===== src/rtl/cpu_clk_ctrl_if.sv =====
// Board-side control/status bundle for the CPU clock/run-control generator.
//   Hz         rate select (master -> slave)
//   mode       00 run, 01 halt, 10 single-step, 11 halt (master -> slave)
//   step       raw step pushbutton level, asynchronous (master -> slave)
//   clk_N      generated CPU clock (slave -> master)
//   rise_pulse one-clk pulse in the cycle clk_N goes 0->1 (slave -> master)
//   cycle_cnt  clk_N rising edges since reset, wraps (slave -> master)
//   state      0 IDLE, 1 RUN, 2 STEP, 3 DRAIN (slave -> master)
interface cpu_clk_ctrl_if #(
  parameter int unsigned CNT_W = 32
) ();
  logic [1:0]       Hz;
  logic [1:0]       mode;
  logic             step;
  logic             clk_N;
  logic             rise_pulse;
  logic [CNT_W-1:0] cycle_cnt;
  logic [1:0]       state;

  modport master (
    output Hz, mode, step,
    input  clk_N, rise_pulse, cycle_cnt, state
  );

  modport slave (
    input  Hz, mode, step,
    output clk_N, rise_pulse, cycle_cnt, state
  );
endinterface


===== src/rtl/cpu_clk_ctrl.sv =====
// CPU clock / run-control generator. Derives clk_N from the board clock with
// four selectable half-periods (DIV0..DIV3, 0 treated as 1) and supports run,
// halt and single-step. Rate changes and stops only take effect at clean
// level boundaries, so clk_N never carries a runt pulse.
// Ports:
//   clk  board clock, all logic on its rising edge
//   clr  synchronous active-high reset
//   bus  cpu_clk_ctrl_if slave: Hz/mode/step in; clk_N, rise_pulse,
//        cycle_cnt, state out
module cpu_clk_ctrl #(
  parameter int unsigned CNT_W = 32,
  parameter int unsigned DIV0  = 10000,
  parameter int unsigned DIV1  = 100000,
  parameter int unsigned DIV2  = 1000000,
  parameter int unsigned DIV3  = 10000000
) (
  input  logic           clk,
  input  logic           clr,
  cpu_clk_ctrl_if.slave  bus
);

  typedef enum logic [1:0] {
    IDLE  = 2'd0,
    RUN   = 2'd1,
    STEP  = 2'd2,
    DRAIN = 2'd3
  } state_t;

  state_t           state_q, state_d;
  logic             clk_n_q, clk_n_d;
  logic             rise_q, rise_d;
  logic [CNT_W-1:0] cnt_q, cnt_d;
  logic [CNT_W-1:0] hcnt_q, hcnt_d;
  logic [CNT_W-1:0] div_q, div_d;
  logic [2:0]       sync_q, sync_d;

  logic             step_evt;
  logic             toggle;
  logic             clk_post;

  function automatic logic [CNT_W-1:0] div_sel(input logic [1:0] hz);
    logic [CNT_W-1:0] d;
    case (hz)
      2'd0:    d = CNT_W'(DIV0);
      2'd1:    d = CNT_W'(DIV1);
      2'd2:    d = CNT_W'(DIV2);
      default: d = CNT_W'(DIV3);
    endcase
    if (d == '0) d = CNT_W'(1);
    return d;
  endfunction

  // sync_q[1:0] is the two-flop synchroniser, sync_q[2] the edge-detect delay.
  assign step_evt = sync_q[1] & ~sync_q[2];

  always_ff @(posedge clk) begin
    if (clr) begin
      state_q <= IDLE;
      clk_n_q <= 1'b0;
      rise_q  <= 1'b0;
      cnt_q   <= '0;
      hcnt_q  <= CNT_W'(1);
      div_q   <= div_sel(bus.Hz);
      sync_q  <= '0;
    end else begin
      state_q <= state_d;
      clk_n_q <= clk_n_d;
      rise_q  <= rise_d;
      cnt_q   <= cnt_d;
      hcnt_q  <= hcnt_d;
      div_q   <= div_d;
      sync_q  <= sync_d;
    end
  end

  always_comb begin
    state_d  = state_q;
    clk_n_d  = clk_n_q;
    hcnt_d   = hcnt_q;
    div_d    = div_q;
    cnt_d    = cnt_q;
    sync_d   = {sync_q[1:0], bus.step};
    toggle   = 1'b0;
    clk_post = clk_n_q;

    // The half-period counter runs in every state but IDLE. The toggle is
    // resolved first so that stop decisions below see the post-toggle level.
    if (state_q != IDLE) begin
      toggle   = (hcnt_q == div_q);
      clk_post = clk_n_q ^ toggle;
      clk_n_d  = clk_post;
      hcnt_d   = toggle ? CNT_W'(1) : hcnt_q + CNT_W'(1);
      // New rate is only picked up at the falling edge: a period never
      // changes length half way through.
      if (toggle && clk_n_q) div_d = div_sel(bus.Hz);
    end

    case (state_q)
      IDLE: begin
        if (bus.mode == 2'b00) begin
          state_d = RUN;
          hcnt_d  = CNT_W'(1);
          div_d   = div_sel(bus.Hz);
        end else if (bus.mode == 2'b10 && step_evt) begin
          state_d = STEP;
          clk_n_d = 1'b1;
          hcnt_d  = CNT_W'(1);
          div_d   = div_sel(bus.Hz);
        end
      end
      RUN: begin
        // Stopping with clk_N low is immediate; a high level is drained.
        if (bus.mode != 2'b00) state_d = clk_post ? DRAIN : IDLE;
      end
      DRAIN: begin
        if (bus.mode == 2'b00) state_d = RUN;
        else if (toggle)       state_d = IDLE;
      end
      STEP: begin
        if (toggle) state_d = IDLE;
      end
      default: state_d = IDLE;
    endcase

    rise_d = ~clk_n_q & clk_n_d;
    if (rise_d) cnt_d = cnt_q + CNT_W'(1);
  end

  always_comb begin
    bus.clk_N      = clk_n_q;
    bus.rise_pulse = rise_q;
    bus.cycle_cnt  = cnt_q;
    bus.state      = state_q;
  end

endmodule


===== src/flat_wrapper.sv =====
// flat-port wrapper written by rule: the top's interface ports become plain ports
module cpu_clk_ctrl_flat 
#(
  parameter int unsigned CNT_W = 32,
  parameter int unsigned DIV0  = 10000,
  parameter int unsigned DIV1  = 100000,
  parameter int unsigned DIV2  = 1000000,
  parameter int unsigned DIV3  = 10000000
)
  (clk, clr, bus_Hz, bus_mode, bus_step, bus_clk_N, bus_rise_pulse, bus_cycle_cnt, bus_state);
  cpu_clk_ctrl_if #(.CNT_W(CNT_W)) bus_i ();
  input  logic clk;
  input  logic clr;
  input wire logic [$bits(bus_i.Hz)-1:0] bus_Hz;
  input wire logic [$bits(bus_i.mode)-1:0] bus_mode;
  input wire logic [$bits(bus_i.step)-1:0] bus_step;
  output wire logic [$bits(bus_i.clk_N)-1:0] bus_clk_N;
  output wire logic [$bits(bus_i.rise_pulse)-1:0] bus_rise_pulse;
  output wire logic [$bits(bus_i.cycle_cnt)-1:0] bus_cycle_cnt;
  output wire logic [$bits(bus_i.state)-1:0] bus_state;
  assign bus_i.Hz = bus_Hz;
  assign bus_i.mode = bus_mode;
  assign bus_i.step = bus_step;
  assign bus_clk_N = bus_i.clk_N;
  assign bus_rise_pulse = bus_i.rise_pulse;
  assign bus_cycle_cnt = bus_i.cycle_cnt;
  assign bus_state = bus_i.state;
  cpu_clk_ctrl #(.CNT_W(CNT_W), .DIV0(DIV0), .DIV1(DIV1), .DIV2(DIV2), .DIV3(DIV3)) u_core (.clk(clk), .clr(clr), .bus(bus_i));
endmodule

===== config.mk =====
export PLATFORM = sky130hd
export DESIGN_NAME = cpu_clk_ctrl_flat
export DESIGN_NICKNAME = d
export VERILOG_FILES = /design/src/rtl/cpu_clk_ctrl_if.sv /design/src/rtl/cpu_clk_ctrl.sv /design/src/flat_wrapper.sv
export SDC_FILE = /design/constraint.sdc
export NUM_CORES = 1
export LEC_CHECK = 0
export ABC_AREA = 1
export ABC_CLOCK_PERIOD_IN_PS = 4130
export CORE_MARGIN = 3
export CORE_UTILIZATION = 63
export DETAILED_ROUTE_END_ITERATION = 7
export PLACE_DENSITY = 0.95
export SLEW_MARGIN = 20
export SYNTH_ARGS = -nofsm -noshare
export SYNTH_HDL_FRONTEND = slang
export SYNTH_SLANG_ARGS = --single-unit
export TNS_END_PERCENT = 5

===== constraint.sdc =====
create_clock -name clk -period 4.13 [get_ports clk]
set_input_delay 0.6195 -clock clk [delete_from_list [all_inputs] [get_ports clk]]
set_output_delay 0.6195 -clock clk [all_outputs]
set_load 0.03 [all_outputs]

==> results.json <==
{
  "synth_top_cell_area_share": 0.395,
  "cts_buffer_depth": 2,
  "gp_congestion": 0.946,
  "dieHeight_um": 97.0,
  "cts_buffers": 9,
  "ys_ff_latch": 103,
  "clkLatencyLatePin_ps": 380,
  "ir_drop_mv": 0.226,
  "synth-main-ff-cell": "dfxtp_1",
  "syn_area_um2": 5220,
  "postCtsSetupBuffers": 0,
  "power_density_nw_per_um2": 320,
  "syn_inst": 759,
  "hold_buffers": 0,
  "htreeDepth": 3,
  "ys_warn_count": 0,
  "clock-sinks": 103,
  "ys_seq_area_frac": 0.395,
  "drtIter0Drc": 475,
  "grt_pass1_vias": 4851,
  "setup_viol": 0,
  "switching_share": 0.265,
  "crit_type": "register to register",
  "failed_checks": "design-rule violations",
  "reg2reg_slack_ps": 1390,
  "rows": 32,
  "dp_cells": 890,
  "first_pass_iters": 8,
  "syn-num-nets": 773,
  "reg2reg_from": "u_core.bus.state[1]$_SDFFE_PP0P_",
  "hold_path_depth": 2,
  "path_clk_slew_ps": 110,
  "die-width_um": 97.0,
  "finalWirelength_um": 13000,
  "fin_tns_setup_ps": 0,
  "num_antenna_cells": 0,
  "period_share": 0.664,
  "crit_path_start_kind": "register",
  "clock.fmax_mhz": 365,
  "design.die.area_um2": 9410,
  "final_antenna_net_count": 0,
  "dp_hpwl_um": 9190,
  "vias": 5084,
  "io_buffers": 42,
  "max_slew_margin": 0.375,
  "overflow": 0,
  "drc": 3,
  "fillerInstances": 570,
  "worst_slew_pin_slew_ps": 936,
  "yosys.cell_types.count": 32,
  "rsz0062_at_grt": "false",
  "drive_gt1_frac": 0.0386,
  "r2r-end": "u_core.bus.cycle_cnt[30]$_SDFFE_PP0P_",
  "gr-usage-all-layers": 0.278,
  "worstRegToRegCells": 10,
  "area_growth_pct": 13.3,
  "cts_resized": 0,
  "maxCapViolations": 0,
  "holdPathEnd": "u_core.sync_q[1]$_SDFF_PP0_",
  "cp.arrival_ps": 3050,
  "final_hold_viol_count": 0,
  "crit_fanout": 36,
  "drv_slew": 0,
  "cts-root-buf": "clkbuf_8",
  "p_seq_frac": 0.555,
  "p_leak_nw": 2.22,
  "power.internal_w": 0.00139,
  "place_ws_ps": 1280,
  "grt_start_max_net_pins": 37,
  "syn_avg_cell_area_um2": 6.87,
  "synth.most_common_cell": "nand2_1",
  "grt_pass1_wl_um": 21900,
  "fin_skew_ps": 15.2,
  "io_pins": 43,
  "period_needed_ps": 2740,
  "hold_class": "register to register",
  "core-area_um2": 7890,
  "final_cells": 906,
  "yosysTopAreaCell": "dfxtp_1",
  "p_total_w": 0.00189,
  "outcome": "complete, but fails checks",
  "antenna_found_initial": 0,
  "synth.area.top_cells": "dfxtp_1, nand2_1, nor2_1",
  "start_util": 0.661,
  "endpoint_kind": "register",
  "viasPerCell": 5.61,
  "synth_edf_count": 0,
  "power_switching_w": 0.000501,
  "cp.required_ps": 4430,
  "synth-async-reset-ratio": 0,
  "hp-start": "u_core.sync_q[0]$_SDFF_PP0_",
  "nets": 813,
  "wl_per_cell_um": 14.4,
  "cts_tree": "done",
  "comb_power_share": 0.094,
  "p_clk_frac": 0.351,
  "layout_setup_ws_ps": 1390,
  "netlist_top_cells_count": "nand2_1, dfxtp_1, nor2_1",
  "fin_util": 0.749
}
==> cell usage in the layout (no fill, tap or decap), types with 3 or more instances in the layout <==
cell type,count
clkdlybuf4s50_1,42
nor4_1,4
nor3_1,34
nor2_2,5
o211ai_1,3
ha_1,7
inv_1,82
nor2_1,100
a21oi_1,43
o21ai_0,10
nand2_1,235
xnor2_1,37
clkbuf_8,10
nor3b_1,3
nand4_1,13
dfxtp_1,103
xor2_1,28
nand3_1,19
buf_4,4
==> worst max-delay path by stage <==
stage / end / slack [ps] / startpoint
6_report: u_core.bus.cycle_cnt[30]$_SDFFE_PP0P_ / 1390 / u_core.bus.state[1]$_SDFFE_PP0P_
5_1_grt: u_core.div_q[10]$_DFF_P_ / 1200 / u_core.hcnt_q[24]$_SDFF_PP0_
4_1_cts: u_core.bus.cycle_cnt[30]$_SDFFE_PP0P_ / 1570 / u_core.bus.state[1]$_SDFFE_PP0P_
3_5_place_dp: u_core.bus.cycle_cnt[24]$_SDFFE_PP0P_ / 1280 / bus_mode[1]
3_3_place_gp: u_core.bus.cycle_cnt[5]$_SDFFE_PP0P_ / 1470 / bus_mode[0]
2_1_floorplan: u_core.bus.cycle_cnt[26]$_SDFFE_PP0P_ / 2160 / u_core.bus.cycle_cnt[0]$_SDFFE_PP0P_
==> power groups by stage <==
stage | Sequential [W] | Combinational (W) | Clock, W
floorplan | 0.00107 | 0.000118 | 0
global placement | 0.00107 | 0.000164 | 0
detailed placement | 0.00107 | 0.000173 | 0
CTS | 0.00105 | 0.000174 | 0.000666
global route | 0.00105 | 0.000198 | 0.000710
finish | 0.00105 | 0.000178 | 0.000664
==> final cells by class <==
type / count / area (um2) / share of cell area
Clock buffer: 11 / 141 / 0.0239
Sequential cell: 103 / 2060 / 0.349
Clock inverter: 5 / 65.1 / 0.0110
Tap cell: 102 / 128 / 0.0216
Timing Repair Buffer: 46 / 450 / 0.0762
Inverter: 83 / 312 / 0.0527
Multi-Input combinational cell: 556 / 2750 / 0.466
==> routing by layer <==
layer	global-route usage	share of wire
met2	0.449	0.47
met1	0.366	0.42
met4	0.106	0.029
met3	0.0555	0.083
met5	0	0
==> kinds of logic after synthesis <==
kind of cell / share of synthesized area
DFF: 0.395
adders and majority gates: 0.0168
xor gates and xnor gates: 0.109
buffers and inverters: 0.0794
and+or+nand+nor: 0.332
AOI/OAI and AO/OA: 0.0671
==> sequential cells by signal, summed over array words and instances, names as in the netlist <==
register	flops
u_core.bus.clk_N	1
u_core.bus.cycle_cnt	32
u_core.bus.rise_pulse	1
u_core.bus.state	2
u_core.div_q	32
u_core.hcnt_q	32
u_core.sync_q	3
==> critical path, cell delays in order (launching register included) <==
cell and delay [ps]:
dfxtp_1 380, nor2_1 170, buf_4 230, inv_2 120, nor2_1 150, inv_1 90, nor2_1 250, inv_1 140
a21oi_4 760, nand2_1 140, a21oi_1 210
==> stage by stage <==
step / area (um2) / hold WS [ps]
after global placement: 5700 / 398
after CTS: 5900 / 421
final: 5910 / 417
after global routing: 5910 / 430
after floorplan: 5220 / 388
after detailed placement: 5700 / 407
Power figures use the tool's default switching activity.
==> RTL edit: new RTL, same settings <==
Register the input `clr` before use. The logic sees it one clock later. The other inputs are not delayed to match.
--- a/src/rtl/cpu_clk_ctrl.sv
+++ b/src/rtl/cpu_clk_ctrl.sv
@@ -27,2 +27,8 @@
   } state_t;
+
+  logic clr_q;
+
+  always_ff @(posedge clk) begin
+    clr_q <= clr;
+  end
 
@@ -56,3 +62,3 @@
   always_ff @(posedge clk) begin
-    if (clr) begin
+    if (clr_q) begin
       state_q <= IDLE;
Function: changed (Yosys sat finds a counterexample within 4 cycles, from zero or initial values).
==> RTL edit against the unedited design <==
Power shrank 0.80%. Core utilization is 1.8 points lower. Sequential cell count increased by 1. Clock power fell by 8.0%. Worst setup slack better by 250 ps. Final cell count up 2.1%. Synthesized area grew 4.2%. Final area grew 2.7%. Routed wire length grew 0.26%. Largest cell class unchanged. Critical path depth increased by 1.
==> RTL edit: results <==
{
  "h-tree-depth": 3,
  "slew_headroom_pct": 42.0,
  "outcome": "finished, final reports clean",
  "grt_pass1_vias": 4772,
  "syn_nets": 793,
  "dr_wl_met3_um": 1170,
  "cts_setup_buffers": 0,
  "first_pass_iters": 5,
  "placedCellCount": 909,
  "antenna_found_initial": 0,
  "fin_worst_skew_ps": 9.40,
  "track_usage_pct": 27.0,
  "numPortBuffers": 42,
  "syn-instance-count": 779,
  "vdd_drop_max_mv": 0.188,
  "dp_slack_ps": 1310,
  "routed.top_layer": "met4",
  "grt_max_degree": 44,
  "place_area_um2": 5880,
  "cts_resized": 0,
  "n_antenna_cell": 0,
  "m1WireLength_um": 5430,
  "wl_met2_um": 6060,
  "gp_congestion": 0.916,
  "final_cells": 925,
  "synth_commonest_cells": "nand2_1, dfxtp_1, nor2_1",
  "cp.arrival_ps": 2800,
  "crit_fanout": 26,
  "ys_seq_area_share_pct": 38.3,
  "numCtsBuffers": 9,
  "synth_area_leaders": "dfxtp_1, nand2_1, nor2_1, inv_1, xnor2_1",
  "drive_above_1_share_pct": 5.37,
  "p_sw_uw": 515,
  "totalWireLength_um": 13100,
  "yosysUniqueCellTypes": 36,
  "p_leak_uw": 0.00235,
  "vias_per_cell": 5.53,
  "nets": 829,
  "grt_pass1_wl_um": 21800,
  "clkLatencyLatePin_ps": 370,
  "cts-root-buf": "clkbuf_8",
  "fillers": 640,
  "clk_pin_slew_ps": 100,
  "hold_path_class": "flop to flop",
  "drtIter0Drc": 404,
  "hpwlAfterDp_um": 9600
}
[RTL edit: final timing paths]
path | startpoint | endpoint | slack, ps | cells past startpoint
worst max-delay path | bus_mode[0] | u_core.hcnt_q[17] | 1640 | 11
worst min-delay path | u_core.sync_q[0] | u_core.sync_q[1] | 410 | 2
worst min register to register | u_core.sync_q[0] | u_core.sync_q[1] | 410 | 2
worst max register to register | u_core.hcnt_q[29] | u_core.bus.cycle_cnt[27] | 1720 | 9
[RTL edit: power by group through the flow]
stage	registers, uW	logic (uW)	clock network (uW)
6_report	1060	202	611
3_3_place_gp	1080	190	0
5_1_grt	1070	222	665
2_1_floorplan	1090	153	0
4_1_cts	1060	200	618
3_5_place_dp	1090	199	0
[RTL edit: cells by family after synthesis]
kind of cell | synth area share [%]
DFF | 38.3
adders and majority gates | 1.61
and+or+nand+nor | 33.7
buffers and inverters | 8.44
AOI/OAI and AO/OA | 7.02
xor gates and xnor gates | 11.0
[RTL edit: area by class of cell]
| cell class | instances | area [um^2] | area share (%) |
|---|---|---|---|
| clock inverters | 5 | 40.0 | 0.660 |
| multi-input cells | 567 | 2900 | 47.7 |
| clock buffers | 11 | 151 | 2.49 |
| repair buffers | 44 | 435 | 7.17 |
| flip-flops and latches | 104 | 2080 | 34.3 |
| well taps | 105 | 131 | 2.16 |
| inverters | 89 | 334 | 5.50 |
[RTL edit: metal layers]
layer	global-route usage (%)	vias up
met4	11.8	0
met5	0	-
met2	44.1	262
met3	6.37	46
li1	-	2507
met1	34.1	2300
[RTL edit: critical path, stage by stage]
cell and delay [ps]:
clkdlybuf4s50_1 490, nor2_1 50, nand3_1 110, inv_1 70, nor2_1 170, nor2_1 100
nor2_1 340, nand2_2 410, inv_1 200, o21ai_0 120, a21oi_1 120
